===== config.mk =====
export PLATFORM = sky130hd
export DESIGN_NAME = digit_serial_subtractor
export DESIGN_NICKNAME = d
export VERILOG_FILES = /design/src/rtl/digit_serial_subtractor.sv
export SDC_FILE = /design/constraint.sdc
export NUM_CORES = 1
export LEC_CHECK = 0
export ABC_AREA = 1
export BUFFER_PORTS_ARGS = -buffer_cell sky130_fd_sc_hd__buf_2
export CAP_MARGIN = 20
export CORE_MARGIN = 5
export CORE_UTILIZATION = 45
export CTS_BUF_LIST = sky130_fd_sc_hd__clkbuf_8 sky130_fd_sc_hd__clkbuf_16
export CTS_CLUSTER_DIAMETER = 50
export CTS_CLUSTER_SIZE = 14
export DETAILED_ROUTE_END_ITERATION = 10
export GPL_TIMING_DRIVEN = 0
export PLACE_DENSITY = 0.78
export SYNTH_ARGS = -nofsm -noshare
export SYNTH_HDL_FRONTEND = slang
export SYNTH_SLANG_ARGS = --single-unit
export TNS_END_PERCENT = 30

===== constraint.sdc =====
create_clock -name clk -period 7.55 [get_ports clk]
set_clock_uncertainty 0.2 [all_clocks]
set_input_delay 1.1325 -clock clk [delete_from_list [all_inputs] [get_ports clk]]
set_output_delay 1.1325 -clock clk [all_outputs]
set_load 0.01 [all_outputs]

===== src/rtl/digit_serial_subtractor.sv =====
// rtl/digit_serial_subtractor.sv - digit-serial a - b - bin with registered borrow, valid/ready handshakes and signed overflow flag
module digit_serial_subtractor #(
    parameter int N     = 8,
    parameter int DIGIT = 2
) (
    input  logic         clk,
    input  logic         rst,
    input  logic         in_valid,
    output logic         in_ready,
    input  logic [N-1:0] a,
    input  logic [N-1:0] b,
    input  logic         bin,
    output logic         out_valid,
    input  logic         out_ready,
    output logic [N-1:0] diff,
    output logic         bout,
    output logic         ovf,
    output logic         busy
);

    localparam int NUM_DIGITS = N / DIGIT;
    localparam int CW = (NUM_DIGITS > 1) ? $clog2(NUM_DIGITS) : 1;
    localparam logic [CW-1:0] LAST = CW'(NUM_DIGITS - 1);
    localparam logic [31:0] DIGIT_U = DIGIT;
    localparam logic [N-1:0] DIGIT_MASK = N'({DIGIT{1'b1}});

    generate
        if (DIGIT < 1 || DIGIT > N || (N % DIGIT) != 0) begin : g_bad_params
            $error("digit_serial_subtractor: N must be a positive multiple of DIGIT");
        end
    endgenerate

    typedef enum logic [1:0] {IDLE, RUN, DONE} state_t;

    state_t        state_q, state_d;
    logic [N-1:0]  a_q, a_d, b_q, b_d, diff_q, diff_d;
    logic [CW-1:0] cnt_q, cnt_d;
    logic          borrow_q, borrow_d;
    logic          bout_q, bout_d, ovf_q, ovf_d, out_valid_q, out_valid_d;

    logic [31:0]      shamt;
    logic [DIGIT-1:0] a_dig, b_dig;
    logic [DIGIT:0]   sub;

    // Current digit slice; the top bit of the D+1-bit difference is the outgoing borrow.
    always_comb begin
        shamt = 32'(cnt_q) * DIGIT_U;
        a_dig = DIGIT'(a_q >> shamt);
        b_dig = DIGIT'(b_q >> shamt);
        sub   = {1'b0, a_dig} - {1'b0, b_dig} - {{DIGIT{1'b0}}, borrow_q};
    end

    always_comb begin
        state_d     = state_q;
        a_d         = a_q;
        b_d         = b_q;
        diff_d      = diff_q;
        cnt_d       = cnt_q;
        borrow_d    = borrow_q;
        bout_d      = bout_q;
        ovf_d       = ovf_q;
        out_valid_d = out_valid_q;
        case (state_q)
            IDLE: begin
                if (in_valid) begin
                    a_d      = a;
                    b_d      = b;
                    borrow_d = bin;
                    cnt_d    = '0;
                    state_d  = RUN;
                end
            end
            RUN: begin
                diff_d   = (diff_q & ~(DIGIT_MASK << shamt)) | (N'(sub[DIGIT-1:0]) << shamt);
                borrow_d = sub[DIGIT];
                cnt_d    = cnt_q + 1'b1;
                if (cnt_q == LAST) begin
                    bout_d      = sub[DIGIT];
                    ovf_d       = (a_q[N-1] ^ b_q[N-1]) & (diff_d[N-1] ^ a_q[N-1]);
                    out_valid_d = 1'b1;
                    cnt_d       = '0;
                    state_d     = DONE;
                end
            end
            DONE: begin
                if (out_ready) begin
                    out_valid_d = 1'b0;
                    state_d     = IDLE;
                end
            end
            default: state_d = IDLE;
        endcase
    end

    always_ff @(posedge clk) begin
        if (rst) begin
            state_q     <= IDLE;
            a_q         <= '0;
            b_q         <= '0;
            diff_q      <= '0;
            cnt_q       <= '0;
            borrow_q    <= 1'b0;
            bout_q      <= 1'b0;
            ovf_q       <= 1'b0;
            out_valid_q <= 1'b0;
        end else begin
            state_q     <= state_d;
            a_q         <= a_d;
            b_q         <= b_d;
            diff_q      <= diff_d;
            cnt_q       <= cnt_d;
            borrow_q    <= borrow_d;
            bout_q      <= bout_d;
            ovf_q       <= ovf_d;
            out_valid_q <= out_valid_d;
        end
    end

    assign in_ready  = (state_q == IDLE);
    assign busy      = (state_q != IDLE);
    assign out_valid = out_valid_q;
    assign diff      = diff_q;
    assign bout      = bout_q;
    assign ovf       = ovf_q;

endmodule


# Word-level counts from Yosys, hierarchy flattened
# Index checks and enable logic that the tools add are counted.
word_totals:
  reg_bits: 32
  latchBits: 0
  ramBits: 0
  romBits: 0
  inputBits: 21
  mem_count: 0
classes:
  add_sub_neg: 3
  n_mul: 0
  div: 0
  magnitude_cmp: 0
  eq_ne: 6
  shift: 4
  mux: 12
  bitwise_logic: 6
  n_reduce_logical: 9
op_table:
  columns: ["operator", "n"]
  rows:
  - [">> shifter 8 x 3 -> 2 bit", 2]
  - ["two-way mux 2 bit", 5]
  - ["bitwise AND 8 bit", 1]
  - ["NOT 8 bit", 1]
  - ["bitwise OR 8 bit", 1]
  - ["<< shifter 2 x 3 -> 8 bit", 1]
  - ["<< shifter 2 x 3 -> 8 bit (first input constant)", 1]
  - ["!= test 2 bit (second input constant)", 3]
  - ["case mux 2 bit (3 select lines)", 1]
  - ["AND reduction 2 bit", 3]
  - ["AND reduction 3 bit", 2]
  - ["nonzero test 2 bit", 3]
  - ["== test 2 bit (second input constant)", 2]
  - ["case mux 1 bit (2 select lines)", 2]
  - ["case mux 2 bit (2 select lines)", 1]
  - ["two-way mux 1 bit", 3]
  - ["subtractor 2 x 2 -> 3 bit", 1]
  - ["subtractor 3 x 1 -> 3 bit", 1]
  - ["adder 2 x 1 -> 2 bit (second input constant)", 1]
  - ["== test 2 x 1 -> 1 bit (second input constant)", 1]
  - ["logical NOT 2 bit", 1]
  - ["XOR 1 bit", 2]
  - ["bitwise AND 1 bit", 1]

# Logic depth before layout (Yosys ltp)
# Gate-level depths: netlist of run 1.
logic_depth:
  ltp_word: 7
  ltp_mapped: 12
  mapped_depth_nobuf: 11

# Least setup slack after synthesis of run 1
# Ideal clock, no wire load.
synth_path:
  path_kind: "register to register"
  startpoint: "register cnt_q[1]"
  endpoint: "register ovf_q (netlist: ovf)"
  arrival_time_ns: 2.204
  slack_ns: 5.029
  path_stages_with_launch: 12
  cell_sequence: "dfxtp_1 clkbuf_1 o21ai_0 o22a_1 fa_1 fa_1 inv_1 nand3_1 nand3_1 nand2_1 nor2_1 nor2_1"
synth_between:
  elab_chain_cells: 7
synth_lines:
  columns: ["element", "line", "rtl"]
  rows:
  - ["from (decl)", "37", "logic [CW-1:0] cnt_q, cnt_d;"]
  - ["from (signal assigned)", "111", "cnt_q <= cnt_d;"]
  - [">> shifter 8 x 3 -> 2 bit, on equally long branches", "48, 49", null]
  - ["subtractor 2 x 2 -> 3 bit", "50", "sub = {1'b0, a_dig} - {1'b0, b_dig} - {{DIGIT{1'b0}}, borrow_q};"]
  - ["subtractor 3 x 1 -> 3 bit", "50", null]
  - ["<< shifter 2 x 3 -> 8 bit", "74", "diff_d = (diff_q & ~(DIGIT_MASK << shamt)) | (N'(sub[DIGIT-1:0]) << shamt);"]
  - ["bitwise OR 8 bit", "74", null]
  - ["XOR 1 bit", "79", "ovf_d = (a_q[N-1] ^ b_q[N-1]) & (diff_d[N-1] ^ a_q[N-1]);"]
  - ["bitwise AND 1 bit", "79", null]
  - ["to (signal assigned)", "114", "ovf_q <= ovf_d;"]
  - ["to (decl)", "39", "logic bout_q, bout_d, ovf_q, ovf_d, out_valid_q, out_valid_d;"]
# Several ways; a longest one is shown, not always the timed one.
# A chain may end at the register's enable or synchronous reset.

# Final worst setup path of run 1
# Ends and elaborated chain as after synthesis.

==> results of run 1 <==
-- worst max-delay path, stage by stage, from the launching register on --
cell and delay, ns:
dfxtp_1 0.40, clkbuf_1 0.37, o21ai_0 0.16, o22a_1 0.23
fa_1 0.39, fa_1 0.50, inv_1 0.11, nand3_1 0.11
nand3_1 0.10, nand2_1 0.05, nor2_1 0.08, nor2_1 0.04
-- layout by cell type (no fill, tap or decap), drive strengths merged --
cell	n
o22a	1
o22ai	2
a21oi	17
o21ai	32
nand4	1
nand3	9
a31oi	1
clkbuf	10
dfxtp	32
inv	16
nor2	48
nand3b	1
buf	36
fa	2
ha	4
nand2	20
-- cells by family (layout without fill, tap and decap cells) --
kind of cell	Yosys count	count (layout)	share of synthesized area, %
flops	32	32	43.9
simple gates	79	79	24.1
fa+ha+maj	6	6	6.18
compound gates	53	53	18.7
buf+inv	22	62	7.04
-- final timing paths --
path / depth (start not counted) / from / slack [ns] / to
max: 11 / cnt_q[1]$_SDFFE_PP0P_ / 4.70 / ovf$_SDFFE_PP0P_
min: 2 / bout$_SDFFE_PP0P_ / 0.26 / bout$_SDFFE_PP0P_
max reg2reg: 11 / cnt_q[1]$_SDFFE_PP0P_ / 4.70 / ovf$_SDFFE_PP0P_
min reg2reg: 2 / bout$_SDFFE_PP0P_ / 0.26 / bout$_SDFFE_PP0P_
-- per-layer routing --
metal,part of all wire (%),wire (um)
met4,1.9,59
met2,48,1500
met1,43,1350
met5,0,0
met3,7.5,237
-- stage by stage --
stage | worst slack, ns | area, um2 | power [mW] | instances | util (%)
global placement | 4.77 | 1670 | 0.254 | 268 | 54.3
global route | 4.46 | 1760 | 0.407 | 276 | 57.3
detailed placement | 4.74 | 1670 | 0.256 | 268 | 54.3
finish | 4.70 | 1760 | 0.385 | 276 | 57.3
CTS | 4.72 | 1760 | 0.388 | 276 | 57.3
floorplan | 5.03 | 1460 | 0.236 | 192 | -
-- flip-flops by register name (all words and copies together), names as in the netlist, 2 cells and up --
register and flops:
state_q 2, cnt_q 2, diff 8, b_q 8, a_q 8
-- power by group --
part	internal (mW)	leakage [nW]	switching (mW)
sequential	0.180	0.262	0.00670
combinational	0.0261	0.454	0.0392
clock	0.0715	0.0538	0.0616
-- cell type report --
class / instances / area (um2) / share of cell area (%)
multi-input combinational: 138 / 714 / 40.5
sequential: 32 / 641 / 36.3
timing repair buffer: 32 / 160 / 9.08
clock buffer: 6 / 82.6 / 4.68
inverter: 14 / 55.1 / 3.12
tap: 44 / 55.1 / 3.12
buffer: 8 / 47.5 / 2.70
clock inverter: 2 / 7.51 / 0.426
==> impl_metrics.py, run 1 <==
metrics = {
    "cts": {
        "htreeDepth": 2,
        "clk_pin_slew_worst_paths_ns": 0.07,
        "clk_latency_ns": 0.29,
        "cts_root_buffer": "clkbuf_8",
        "cts-resized-gates": 0,
        "clock_path_buffers": 2,
        "hold_buffers": 0,
        "postCtsSetupBuffers": 0,
        "cts_tree": "built",
        "cts_sinks": 32,
        "cts_buffers": 5,
    },
    "cells_and_area": {
        "fill_cells": 317,
        "drive_above_1_share_pct": 21.6,
        "antenna_cells": 0,
        "syn_to_final_growth_pct": 20.9,
        "nets": 258,
    },
    "global_routing": {
        "grt_pass1_vias": 1268,
        "grt_max_degree": 12,
        "gr-total-overflow": 0,
        "globalRouteMet3Util_pct": 4.89,
        "track_usage_pct": 15.8,
        "grt_util_met2_pct": 26.2,
        "grt_pass1_wl_um": 5240,
        "met1_usage_pct": 17.2,
        "top_usage_layer": "met2",
        "antenna_found_initial": 0,
    },
    "synthesis": {
        "synth_area_um2": 1460,
        "yosysMostFrequentCell": "nor2_1",
        "ys.flop_type": "dfxtp_1",
        "synthCells": 192,
        "async_flop_share_pct": 0,
        "postSynthAreaPerCell_um2": 7.59,
        "synth_top_area_cell": "dfxtp_1",
        "synth-edff-count": 0,
        "synth_common_cells": "45 x nor2_1, 32 x dfxtp_1, 32 x o21ai_0",
        "synthesis.nets": 219,
        "ys_ff_latch": 32,
        "synth_seq_area_share_pct": 43.9,
        "ys_warn_count": 0,
        "synthTopCellsByArea": "dfxtp_1 44%, nor2_1 12%, o21ai_0 11%",
        "synth_top_area_share_pct": 43.9,
        "yosysUniqueCellTypes": 21,
    },
    "timing": {
        "rsz0062_at_grt": "false",
        "min_period_over_period_pct": 37.8,
        "worst_pin_slew_ns": 0.455,
        "hold_viol_final": 0,
        "hold-worst-slack_ns": 0.264,
        "setup_tns_ns": 0,
        "timing.slew.headroom_pct": 69.7,
        "setup_viol": 0,
        "fmax_mhz": 351,
        "period_needed_ns": 2.85,
        "drv_slew": 0,
    },
    "worst_setup_path": {
        "crit_arrival_ns": 2.83,
        "start_kind": "register",
        "critPathMaxFanout": 10,
        "worstPathRequired_ns": 7.53,
        "cp-end-kind": "register",
        "path_class": "register to register",
    },
    "die": {
        "fp.coreArea_um2": 3080,
        "die_x_um": 66.9,
        "rows": 20,
        "ios": 34,
        "die_area_um2": 4480,
        "die_h_um": 66.9,
        "initial_core_util_pct": 47.4,
    },
    "drt": {
        "drt_iter0_markers": 40,
        "drc_errors": 0,
        "routed_wl_um": 3150,
        "dr.pass1.iters": 4,
        "ant_nets": 0,
        "num_vias": 1354,
        "wl_per_cell_um": 11.4,
        "vias_per_cell": 4.91,
    },
    "status": {
        "status": "complete, no violations",
    },
    "power": {
        "p_leak_nw": 0.770,
        "power_density_nw_per_um2": 218,
        "vdd_drop_max_mv": 0.129,
    },
    "place": {
        "portBuffers": 32,
        "gp_congestion": 0.830,
        "dp_hpwl_um": 2360,
    },
    "hold_path": {
        "worstHoldPathType": "register to register",
    },
    "run": {
        "cap_violations": 0,
    },
}
Note: power is estimated with default switching activity, not from simulation.
==> run 2: changes to the inputs <==
Settings changed: ABC_AREA 1 to 0, PLACE_DENSITY 0.78 to 0.8.
Clock period 7.55 ns to 2.6 ns, I/O delays scaled along.
==> impl_metrics.py, run 2 <==
metrics = {
    "power": {
        "power_mw": 1.12,
        "vdd_drop_max_mv": 0.386,
        "power_density_nw_per_um2": 609,
        "p_leak_nw": 0.765,
    },
    "cells_and_area": {
        "stdcell_area_um2": 1830,
        "antenna_cells": 0,
        "syn_to_final_growth_pct": 24.6,
        "nets": 234,
        "fin_cells": 251,
        "drive_above_1_share_pct": 30.0,
        "finalCoreUtilization_pct": 59.0,
        "final_cell_mix": "35 x nand2_1, 34 x buf_2, 31 x dfxtp_1",
        "final_common_cell": "nand2_1",
    },
    "synthesis": {
        "synth_area_um2": 1470,
        "async_flop_share_pct": 0,
        "synth_compound_area_share_pct": 14.8,
        "synth_top_family_by_area": "simple AND/OR/NAND/NOR gates",
        "yosysUniqueCellTypes": 26,
        "synth_seq_area_share_pct": 43.6,
        "synthMuxAreaShare_pct": 6.13,
        "synthSimpleGateAreaFrac_pct": 22.5,
        "ys_ff_latch": 32,
        "synth_top_area_share_pct": 43.6,
        "synthCells": 164,
        "synth_top_area_cell": "dfxtp_1",
        "synthesis.nets": 191,
        "synth_common_cells": "35 x nand2_1, 32 x dfxtp_1, 24 x a21oi_1",
        "synth-edff-count": 0,
        "ys_warn_count": 0,
        "yosysMostFrequentCell": "nand2_1",
        "postSynthAreaPerCell_um2": 8.96,
        "synthAdderAreaFrac_pct": 6.13,
        "synthTopCellsByArea": "dfxtp_1 44%, nand2_1 8.9%, a21oi_1 8.2%",
        "synth_xor_area_share_pct": 0,
        "ys.flop_type": "dfxtp_1",
    },
    "timing": {
        "timing.slew.headroom_pct": 66.7,
        "hold_viol_final": 0,
        "period_needed_ns": 2.62,
        "min_period_over_period_pct": 101,
        "drv_slew": 0,
        "rsz0062_at_grt": "true",
        "setup_ws_ns": -0.0218,
        "fmax_mhz": 381,
        "worst_pin_slew_ns": 0.499,
        "setup_viol": 1,
    },
    "cts": {
        "clk_latency_ns": 0.29,
        "htreeDepth": 2,
        "clk_pin_slew_worst_paths_ns": 0.06,
        "cts_sinks": 32,
        "clock_path_buffers": 2,
        "cts_root_buffer": "clkbuf_8",
        "cts_buffers": 5,
        "cts_tree": "built",
    },
    "worst_setup_path": {
        "crit_path_start": "cnt_q[0]$_SDFFE_PP0P_",
        "worstPathRequired_ns": 2.57,
        "r2r_start": "cnt_q[0]$_SDFFE_PP0P_",
        "critPathMaxFanout": 4,
        "endpoint": "ovf$_SDFFE_PP0P_",
        "path_class": "register to register",
        "crit_arrival_ns": 2.60,
        "cp-end-kind": "register",
        "r2r_slack_ns": -0.02,
        "start_kind": "register",
        "reg2reg_to": "ovf$_SDFFE_PP0P_",
        "worstRegToRegCells": 6,
    },
    "die": {
        "ios": 34,
        "initial_core_util_pct": 47.4,
        "fp.coreArea_um2": 3100,
        "die_x_um": 67.2,
        "die_h_um": 67.2,
        "rows": 20,
        "die_area_um2": 4510,
    },
    "global_routing": {
        "grt_max_degree": 11,
        "track_usage_pct": 16.3,
        "gr-total-overflow": 0,
        "grt_pass1_vias": 1164,
        "antenna_found_initial": 0,
        "grt_pass1_wl_um": 5270,
    },
    "run": {
        "cap_violations": 0,
    },
    "drt": {
        "wl_per_cell_um": 13.0,
        "drt_iter0_markers": 49,
        "dr.pass1.iters": 4,
        "ant_nets": 0,
        "num_vias": 1252,
        "drc_errors": 0,
        "routed_wl_um": 3250,
        "vias_per_cell": 4.99,
    },
    "place": {
        "dp_hpwl_um": 2440,
        "dp.cells": 241,
        "gp_congestion": 0.791,
        "portBuffers": 33,
        "place_area_um2": 1700,
    },
    "status": {
        "violations": "setup timing",
        "status": "complete, but fails checks",
    },
    "hold_path": {
        "worstHoldStart": "rst",
        "worstHoldPathType": "primary input to register",
    },
}
## run 2: cell types whose count changed after synthesis, moves of 4 or more
cell	change
mux4_2	+4
a22oi_1	+5
inv_1	-5
nand3_1	-5
nand2_1	+17
o21ai_0	-32
a32oi_1	+4
a21oi_1	+7
nor2_1	-32
## run 2: worst min path at each step
stage | to | slack, ns | depth (start not counted)
finish | a_q[7]$_SDFFE_PP0P_ | 0.12 | 2
global route | a_q[7]$_SDFFE_PP0P_ | 0.13 | 2
CTS | a_q[7]$_SDFFE_PP0P_ | 0.11 | 2
detailed placement | b_q[2]$_SDFFE_PP0P_ | 0.25 | 2
global placement | a_q[1]$_SDFFE_PP0P_ | 0.24 | 2
floorplan | a_q[4]$_SDFFE_PP0P_ | 0.23 | 2
## run 2: cell type report
type                       instances  area, um2
clock buffer                       7       96.3
multi-input combinational        114        742
sequential                        32        644
buffer                            11       76.3
fill                             303       1270
timing repair buffer              37        195
tap                               44       55.1
inverter                           6       22.5
## run 2: routing by layer
layer	share of wire (%)	GRT usage [%]
met2	48	27.4
met5	0	0
met1	43	18.3
met3	5.9	4.66
met4	3.0	9.37
## run 2: cells by family (layout without fill, tap and decap cells)
kind of cell | Yosys count | in the layout
compound gates | 36 | 36
fa+ha+maj | 6 | 6
buf+inv | 18 | 61
flops | 32 | 32
mux | 4 | 4
simple gates | 68 | 68
## run 2: through the flow
step | hold slack (ns) | TNS [ns] | setup slack, ns
3_3_place_gp | 0.242 | -0.0939 | -0.0939
5_1_grt | 0.127 | -0.117 | -0.0897
6_report | 0.116 | -0.0218 | -0.0218
3_5_place_dp | 0.250 | -0.190 | -0.169
2_1_floorplan | 0.233 | 0 | 0.0108
4_1_cts | 0.110 | -0.270 | -0.118
## run 2: worst max-delay path: stages (launching register included)
cell     delay (ns)
dfxtp_4        0.37
mux4_2         0.54
fa_2           0.37
fa_1           0.55
nor2b_2        0.07
and4b_1        0.20
o31a_1         0.23
## run 2: power breakdown
part / internal (mW) / total [mW] / leakage, nW / switching (mW)
registers: 0.515 / 0.530 / 0.262 / 0.0152
logic: 0.0802 / 0.175 / 0.453 / 0.0946
clock network: 0.235 / 0.411 / 0.0503 / 0.175
total: 0.830 / 1.12 / 0.765 / 0.285
## run 2: what timing repair did
item                                    in CTS  in global routing
pin swaps                                    4                  3
hold buffers                                 0                  0
buffers inserted                             4                  0
cloned                                       0                  0
resized for setup                            2                  3
endpoints found under the setup margin       4                  5
